**src/rtl/anton_neopixel_apb_bridge.sv**
```systemverilog
// anton_neopixel_apb_bridge
// Splits each 32-bit APB access into byte-wide accesses on the neopixel register bus.
// Writes issue one busWrite cycle per enabled strobe lane, in ascending lane order.
// Reads issue four busRead cycles and gather the registered responses into apbPrdata.
// Every output comes straight from a flop.
//
// Ports:
//   busClk, busRstN      clock, asynchronous active-low reset
//   apbPsel .. apbPstrb  APB completer request (apbPaddr[1:0] ignored)
//   apbPrdata            read word, held until the next read overwrites it
//   apbPready            one-cycle completion pulse
//   apbPslverr           error response (tied 0 unless ANTON_APB_PSLVERR_EN is defined)
//   busAddr/busDataIn    byte-bus address and write data, held between accesses
//   busWrite/busRead     byte-bus strobes, never high together
//   busDataOut           byte-bus read data, valid the cycle after busRead
//
// Optional feature: define ANTON_APB_PSLVERR_EN so that accesses with apbPaddr[15:14] != 0
// complete at once with apbPslverr set. Without it those address bits are ignored.
module anton_neopixel_apb_bridge (
  input  logic        busClk,
  input  logic        busRstN,
  input  logic        apbPsel,
  input  logic        apbPenable,
  input  logic        apbPwrite,
  input  logic [15:0] apbPaddr,
  input  logic [31:0] apbPwdata,
  input  logic [3:0]  apbPstrb,
  output logic [31:0] apbPrdata,
  output logic        apbPready,
  output logic        apbPslverr,
  output logic [13:0] busAddr,
  output logic [7:0]  busDataIn,
  output logic        busWrite,
  output logic        busRead,
  input  logic [7:0]  busDataOut
);

  typedef enum logic [1:0] {StIdle, StWrite, StRead, StDone} state_e;

  state_e      state_q, state_d;
  logic [11:0] addr_q, addr_d;
  logic [31:0] wdata_q, wdata_d;
  logic [3:0]  rem_q, rem_d;    // strobe lanes still waiting to be written
  logic [2:0]  cnt_q, cnt_d;    // read step counter, 0..4

  logic [31:0] prdata_d;
  logic        pready_d, pslverr_d;
  logic [13:0] bus_addr_d;
  logic [7:0]  bus_data_in_d;
  logic        bus_write_d, bus_read_d;

  logic        accept, bad_addr, wr_more;
  logic [1:0]  first_lane, next_lane;
  logic [2:0]  cnt_inc, cnt_dec;

  function automatic logic [1:0] low_lane(input logic [3:0] s);
    if (s[0])      return 2'd0;
    else if (s[1]) return 2'd1;
    else if (s[2]) return 2'd2;
    else           return 2'd3;
  endfunction

  assign accept     = (state_q == StIdle) && apbPsel && apbPenable;
  assign wr_more    = |rem_q;
  assign first_lane = low_lane(apbPstrb);
  assign next_lane  = low_lane(rem_q);
  assign cnt_inc    = cnt_q + 3'd1;
  assign cnt_dec    = cnt_q - 3'd1;

`ifdef ANTON_APB_PSLVERR_EN
  logic pslverr_q;
  logic unused_bits;
  assign bad_addr    = |apbPaddr[15:14];
  assign apbPslverr  = pslverr_q;
  assign unused_bits = ^apbPaddr[1:0];
`else
  logic unused_bits;
  assign bad_addr    = 1'b0;
  assign apbPslverr  = 1'b0;
  assign unused_bits = ^{apbPaddr[15:14], apbPaddr[1:0], pslverr_d};
`endif

  // State and output registers
  always_ff @(posedge busClk or negedge busRstN) begin
    if (!busRstN) begin
      state_q   <= StIdle;
      addr_q    <= '0;
      wdata_q   <= '0;
      rem_q     <= '0;
      cnt_q     <= '0;
      apbPrdata <= '0;
      apbPready <= 1'b0;
      busAddr   <= '0;
      busDataIn <= '0;
      busWrite  <= 1'b0;
      busRead   <= 1'b0;
`ifdef ANTON_APB_PSLVERR_EN
      pslverr_q <= 1'b0;
`endif
    end else begin
      state_q   <= state_d;
      addr_q    <= addr_d;
      wdata_q   <= wdata_d;
      rem_q     <= rem_d;
      cnt_q     <= cnt_d;
      apbPrdata <= prdata_d;
      apbPready <= pready_d;
      busAddr   <= bus_addr_d;
      busDataIn <= bus_data_in_d;
      busWrite  <= bus_write_d;
      busRead   <= bus_read_d;
`ifdef ANTON_APB_PSLVERR_EN
      pslverr_q <= pslverr_d;
`endif
    end
  end

  // Next-state logic
  always_comb begin
    state_d = state_q;
    addr_d  = addr_q;
    wdata_d = wdata_q;
    rem_d   = rem_q;
    cnt_d   = cnt_q;
    unique case (state_q)
      StIdle: begin
        if (accept) begin
          addr_d  = apbPaddr[13:2];
          wdata_d = apbPwdata;
          cnt_d   = 3'd0;
          if (bad_addr) begin
            state_d = StDone;
          end else if (apbPwrite) begin
            // The lowest lane goes out with the accept, so drop it from the remainder
            rem_d   = apbPstrb & (apbPstrb - 4'd1);
            state_d = (|apbPstrb) ? StWrite : StDone;
          end else begin
            state_d = StRead;
          end
        end
      end
      StWrite: begin
        if (wr_more) rem_d = rem_q & (rem_q - 4'd1);
        else         state_d = StDone;
      end
      StRead: begin
        cnt_d = cnt_inc;
        if (cnt_q == 3'd4) state_d = StDone;
      end
      StDone:  state_d = StIdle;
      default: state_d = StIdle;
    endcase
  end

  // Next values of the registered outputs
  always_comb begin
    prdata_d      = apbPrdata;
    pready_d      = 1'b0;
    pslverr_d     = 1'b0;
    bus_addr_d    = busAddr;
    bus_data_in_d = busDataIn;
    bus_write_d   = 1'b0;
    bus_read_d    = 1'b0;
    unique case (state_q)
      StIdle: begin
        if (accept) begin
          if (bad_addr) begin
            pready_d  = 1'b1;
            pslverr_d = 1'b1;
          end else if (apbPwrite) begin
            if (|apbPstrb) begin
              bus_write_d   = 1'b1;
              bus_addr_d    = {apbPaddr[13:2], first_lane};
              bus_data_in_d = apbPwdata[{first_lane, 3'b000} +: 8];
            end else begin
              pready_d = 1'b1;
            end
          end else begin
            bus_read_d = 1'b1;
            bus_addr_d = {apbPaddr[13:2], 2'd0};
          end
        end
      end
      StWrite: begin
        if (wr_more) begin
          bus_write_d   = 1'b1;
          bus_addr_d    = {addr_q, next_lane};
          bus_data_in_d = wdata_q[{next_lane, 3'b000} +: 8];
        end else begin
          pready_d = 1'b1;
        end
      end
      StRead: begin
        // Issue of lane cnt+1 overlaps capture of lane cnt-1
        if (cnt_q < 3'd3) begin
          bus_read_d = 1'b1;
          bus_addr_d = {addr_q, cnt_inc[1:0]};
        end
        if (cnt_q != 3'd0) prdata_d[{cnt_dec[1:0], 3'b000} +: 8] = busDataOut;
        if (cnt_q == 3'd4) pready_d = 1'b1;
      end
      default: ;
    endcase
  end

endmodule

```
**config.mk**
```make
export PLATFORM = sky130hd
export DESIGN_NAME = anton_neopixel_apb_bridge
export DESIGN_NICKNAME = d
export VERILOG_FILES = /design/src/rtl/anton_neopixel_apb_bridge.sv
export SDC_FILE = /design/constraint.sdc
export NUM_CORES = 1
export LEC_CHECK = 0
export CAP_MARGIN = 5
export CELL_PAD_IN_SITES_DETAIL_PLACEMENT = 0
export CELL_PAD_IN_SITES_GLOBAL_PLACEMENT = 1
export CORE_ASPECT_RATIO = 1.25
export CORE_MARGIN = 2
export CORE_UTILIZATION = 33
export DETAILED_ROUTE_END_ITERATION = 16
export PLACE_DENSITY_LB_ADDON = 0.1
export RECOVER_POWER = 50
export SYNTH_ARGS = -nofsm -noshare
export SYNTH_HDL_FRONTEND = slang
export SYNTH_SLANG_ARGS = --single-unit
export TNS_END_PERCENT = 1
```
**constraint.sdc**
```tcl
create_clock -name busClk -period 2.6 [get_ports busClk]
set_clock_uncertainty 0.05 [all_clocks]
set_input_delay 0.65 -clock busClk [delete_from_list [all_inputs] [get_ports busClk]]
set_output_delay 0.65 -clock busClk [all_outputs]
set_load 0.02 [all_outputs]
```
==> results of run 1 <==
final timing paths:
path                                  to  slack, ns  depth (start not counted)
hold / removal             apbPrdata[10]       0.43                          2
setup / recovery              busAddr[3]       0.28                          6
max in group asynchronous    wdata_q[25]       0.69                          2
setup reg to reg              addr_q[10]       0.32                          5
hold reg to reg            apbPrdata[10]       0.43                          2
min in group asynchronous     busAddr[8]       0.68                          1
power by group:
part	total [mW]	switching, mW	internal, mW
Combinational	4.03	2.02	2.01
Sequential	2.73	0.421	2.31
Clock	1.54	0.608	0.929
Total	8.29	3.05	5.25
cells by family (layout without fill, tap and decap cells):
group,Yosys count,in the layout,synth area share (%)
mux,55,55,13.6
compound gates,116,116,16.6
fa+ha+maj,10,10,2.61
buf+inv,44,171,3.92
flops,101,101,52.8
simple gates,108,108,10.4
other cells,1,1,0.0783
area by class of cell:
cell class                 count  share of cell area [%]
sequential                   101                    38.4
multi-input combinational    290                    31.5
timing repair buffer         138                    20.4
clock buffer                  12                    4.05
tap                          178                    3.39
clock inverter                 4                    1.18
inverter                      17                   0.971
per-layer routing:
layer  share of wire (%)  GRT usage, %  wire (um)  vias up
met5                   0             0          0        -
li1                    -             -          -     1791
met2                  50          28.9       6280       87
met3                 4.0          2.53        494       11
met1                  44          20.3       5510     1813
met4                 1.6          5.85        199        0
cells in the mapped netlist, drive strengths merged:
| cell | n |
|---|---|
| a21bo | 1 |
| a21o | 1 |
| a21oi | 9 |
| a22o | 5 |
| a22oi | 9 |
| a31oi | 1 |
| a32o | 10 |
| and3 | 2 |
| buf | 10 |
| clkbuf | 17 |
| conb | 1 |
| dfrtp | 101 |
| ha | 10 |
| inv | 17 |
| mux2 | 51 |
| mux2i | 4 |
| nand2 | 73 |
| nand2b | 13 |
| nand3 | 4 |
| nand4 | 1 |
| nor2 | 5 |
| nor2b | 3 |
| nor3 | 1 |
| o211ai | 3 |
| o21a | 1 |
| o21ai | 33 |
| o22a | 7 |
| o22ai | 10 |
| o31ai | 25 |
| o41ai | 1 |
| or2 | 2 |
| or3 | 3 |
| or3b | 1 |
critical path, stage by stage:
cell and delay [ns]:
clkdlybuf4s50_1 0.44, or3_1 0.42, or3_4 0.40, nand4_4 0.11, buf_4 0.17, mux2_4 0.30
metrics by stage:
step / hold WS (ns) / setup TNS, ns
final: 0.429 / 0
after global routing: 0.454 / 0
after CTS: 0.189 / 0
after detailed placement: 0.419 / -0.955
after global placement: 0.411 / -0.768
after floorplan: 0.304 / 0
cell usage in the layout, fill, tap and decap left out, types with 5 or more instances in the layout:
master	n
a21oi_1	9
a22o_1	5
a22oi_1	9
a32o_1	10
buf_4	18
clkbuf_16	9
clkdlybuf4s50_1	116
dfrtp_1	101
ha_1	10
inv_1	17
mux2_2	41
mux2_4	10
nand2_1	73
nand2b_1	13
nor2_1	5
o21ai_0	32
o22a_1	7
o22ai_1	10
o31ai_1	25
registers in the layout, indices dropped and copies added, names as in the netlist, 2 cells and up:
signal / cells
apbPrdata: 32
wdata_q: 24
busAddr: 14
addr_q: 12
busDataIn: 8
cnt_q: 3
rem_q: 3
state_q: 2
==> results.md, run 1 <==
* Placed Area at 6240 sq um
* Fraction of layout cells with a size suffix above 1 at 16.4%
* Area share of the leading cell type in the synthesized netlist at 52.8%
* Placed instance count at 724
* Sink Count at between 100 and 150
* Starting density of the core at 33.5%
* Fin. max-slew vios at 29
* Synth unique cells at 39
* Routed via count at 3702
* CP Data Arrival Time at 2.49 ns
* Full die area at 15500 sq um
* Yosys reg bits at 101
* First-pass GRT wire length at 20.4 mm
* Hold Vio Cnt, Final at 0
* Post-CTS sizing at 0
* Syn Nets at 510
* Synth Warn # at 0
* Detailed placement HPWL at 9.16 mm
* R2R Path Start: state_q[0]
* Cell taking the most area after synthesis: dfrtp_1
* Die width at 112 um
* TritonCTS Buffers at 9
* DRT iter0 DRCs at 126
* Crit. End Element: register
* Core Region at 14300 sq um
* Hold Crit Start: apbPrdata[10]
* Violated checks: capacitance limit, slew limit
* Sequential share of the synthesized area at 52.8%
* DRC viols at 0
* Area growth syn-to-layout at 37.3%
* Pwr dens at 1260 nW/um^2
* GRT overflow at 0
* PnR worst setup slack at 0.279 ns
* CTS tree: done
* Largest net degree at the start of global routing at 51
* Worst-path clk slew at ~0.07 ns
* Hold buffers post-CTS at 0
* Initial antenna violation count at 0
* Final period utilization at a little under 90%
* Cell area after layout at 6580 sq um
* DR WL/cell at around 17 um
* CP required at 2.77 ns
* Synthesized cell area at 4790 sq um
* Critical Path Source: apbPstrb[1]
* Num rows at 49
* Main area contributors after synthesis: dfrtp_1, mux2_2, nand2_1
* Min cycle time layout at roughly 2.3 ns
* RSZ-0062 raised after global routing: false
* Peak supply drop at 0.000618 V
* Final setup viols at 0
* Worst-Skew Late Latency at 0.34 ns
* Status: finished with violations
* Bufs on Longest Clock Path at 2
* Crit path max fanout at 5
* Fin util at a little under half
* Die height at around 140 um
* Total setup buffers inserted after CTS at 0
* Startpoint Class: input pin
* DR vias/cell at 5.00
* WL final at 12.5 mm
* Vias in the first global route at 3936
* Clock Tree Root: clkbuf_16
* Post-DRT Antenna Nets at 0
* Pre-CTS setup slack at -0.0858 ns
* Nets at around 630
* Max-Slew Margin vs Limit at -11.9%
* Max-Cap Viols at 1
* Worst-margin pin slew at 1.68 ns
* Overall routing resource usage at 16.4%
* H-tree depth at 3
* Cells after Synth at around 440
* DR pass1 iterations at 4
* Lkg Pwr at ~2.8 nW
* IO Pins at ~120
* Layout fillers at approximately 1400
* F_max at about 430 MHz
* IO Port Bufs at 117
* HP Class: register to register
* # diodes at 0
* Layout Cells excl Fill at between 700 and 800
* GPL Wtd Cong at 0.794
* Setup CP Type: input pin to register
* Synthesized area per cell at 11.0 sq um
* Register Area at 2530 sq um
* Design Power at 8.29 mW
* Multi-input gate area at between 2000 and 2500 sq um
Power figures use the tool's default switching activity.
==> run 2, diff against run 1 <==
--- a/config.mk
+++ b/config.mk
@@ -14,6 +14,7 @@
 export DETAILED_ROUTE_END_ITERATION = 16
 export PLACE_DENSITY_LB_ADDON = 0.1
 export RECOVER_POWER = 50
+export SETUP_SLACK_MARGIN = 0.4
 export SYNTH_ARGS = -nofsm -noshare
 export SYNTH_HDL_FRONTEND = slang
 export SYNTH_SLANG_ARGS = --single-unit
==> run 2 against run 1 <==
  * The run still ends with capacitance limit, slew limit left
  * Cell area grew 0.72%
  * Worst hold slack lost 0.00066 ns
  * Sequential power is essentially flat
  * Register-to-register slack gained 0.08 ns
  * Total power grew 1.6%
  * Critical endpoint is now addr_q[10]
  * Largest power group unchanged
==> results.md, run 2 (synthesis gave the netlist of run 1 again) <==
* Max-Cap Viols at 1
* Initial antenna violation count at 0
* Crit. End Element: register
* Die height at 139 um
* Startpoint Class: input pin
* F_max at between 400 and 500 MHz
* Layout Cells excl Fill at around 740
* Hold Vio Cnt, Final at 0
* Final setup viols at 0
* WL final at 12.5 mm
* Top reg by flops: apbPrdata
* DR pass1 iterations at 4
* Fin. max-slew vios at 29
* Pwr dens at 1270 nW/um^2
* H-tree depth at 3
* GPL Wtd Cong at approximately 0.8
* DR vias/cell at 5.02
* IO Pins at 123
* Clock Tree Root: clkbuf_16
* HP Class: register to register
* Hold buffers post-CTS at 0
* GRT overflow at 0
* Violated checks: capacitance limit, slew limit
* Core Region at 14300 sq um
* Sink Count at 101
* Largest net degree at the start of global routing at 51
* Vias in the first global route at 3927
* # diodes at 0
* Nets at 634
* CP Data Arrival Time at 2.45 ns
* Biggest regs: apbPrdata x32, wdata_q x24, busAddr x14
* Worst-path clk slew at 0.07 ns
* Worst-margin pin slew at 1.67 ns
* Crit path max fanout at 24
* Commonest non-fill, non-tap cell in the layout: clkdlybuf4s50_1
* Detailed placement HPWL at around 9 mm
* First-pass GRT wire length at between 20 and 25 mm
* Fin util at 46.4%
* Die width at between 100 and 150 um
* Setup CP Type: input pin to register
* Area growth syn-to-layout at 38.3%
* Pre-CTS setup slack at -0.0858 ns
* DRC viols at 0
* Post-DRT Antenna Nets at 0
* DRT iter0 DRCs at 137
* PnR worst setup slack at 0.329 ns
* Max reg flops at 32
* Lkg Pwr at 2.87 nW
* Max-Slew Margin vs Limit at -11.4%
* Overall routing resource usage at 16.4%
* Fraction of layout cells with a size suffix above 1 at approximately 17%
* CTS tree: done
* IO Port Bufs at 117
* Starting density of the core at 33.5%
* Placed instance count at 724
* Status: finished with violations
* Full die area at 15500 sq um
* Routed via count at 3728
* Worst-Skew Late Latency at 0.34 ns
* Final period utilization at between 80% and 90%
* CP required at roughly 2.8 ns
* Min cycle time layout at between 2 and 2.5 ns
* Commonest non-fill, non-tap cells in the layout: clkdlybuf4s50_1, dfrtp_1, nand2_1
* RSZ-0062 raised after global routing: true
* TritonCTS Buffers at 9
* Num rows at between 40 and 50
* Bufs on Longest Clock Path at 2
* Peak supply drop at 0.000618 V
* DR WL/cell at around 17 um
==> run 2: cell count changes in the layout (fill, tap and decap cells not counted) <==
cell and delta:
ha_1 -1, clkdlybuf4s50_1 -3, bufbuf_16 +1, or3_4 +1, or3_1 -1, buf_6 +1
ha_2 +1, dlygate4sd2_1 +3
==> run 2: worst paths after layout <==
| check | from | to | slack [ns] | cells after the start |
|---|---|---|---|---|
| min in group asynchronous | busRstN | busAddr[8] | 0.68 | 1 |
| worst max-delay path | apbPsel | addr_q[10] | 0.33 | 4 |
| worst max register to register | state_q[0] | addr_q[10] | 0.40 | 5 |
| worst min-delay path | apbPrdata[10] | apbPrdata[10] | 0.43 | 2 |
| max in group asynchronous | busRstN | wdata_q[25] | 0.70 | 2 |
| worst min register to register | apbPrdata[10] | apbPrdata[10] | 0.43 | 2 |
==> run 2: layout make-up <==
type                    instances  area (sq um)
fillers                      1374          7660
flip-flops and latches        101          2530
multi-input cells             290          2080
repair buffers                140          1380
clock buffers                  12           267
well taps                     178           223
clock inverters                 4          77.6
inverters                      17          63.8
==> run 2: routing by layer <==
| layer | track usage, % | vias to the layer above | part of all wire (%) |
|---|---|---|---|
| met1 | 20.4 | 1838 | 44 |
| met3 | 2.53 | 11 | 4.0 |
| met2 | 28.8 | 89 | 50 |
| li1 | - | 1790 | - |
| met5 | 0 | - | 0 |
| met4 | 5.85 | 0 | 1.6 |
==> run 2: power breakdown <==
part           internal (mW)  switching, mW  leakage [nW]
Clock                  0.929          0.603         0.169
Sequential              2.31          0.421          1.26
Combinational           2.14           2.03          1.44
Total                   5.37           3.05          2.87
==> run 2: through the flow <==
stage	TNS, ns	area [sq um]	hold WS [ns]	power, mW
floorplan	0	4790	0.304	5.24
global placement	-0.768	6240	0.411	6.75
detailed placement	-0.955	6240	0.419	6.85
CTS	0	6630	0.189	8.54
global route	0	6620	0.454	9.00
finish	0	6620	0.428	8.43
==> run 2: worst max-delay path: stages <==
cell	delay, ns
clkdlybuf4s50_1	0.45
nand3_1	0.15
clkbuf_1	0.77
mux2_2	0.42
==> run 2: what timing repair did <==
action | in CTS | in global routing
pin swaps | 1 | 1
endpoints found under the setup margin | 14 | 12
resized for setup | 6 | 0
setup buffers | 0 | 1
cloned | 1 | 0
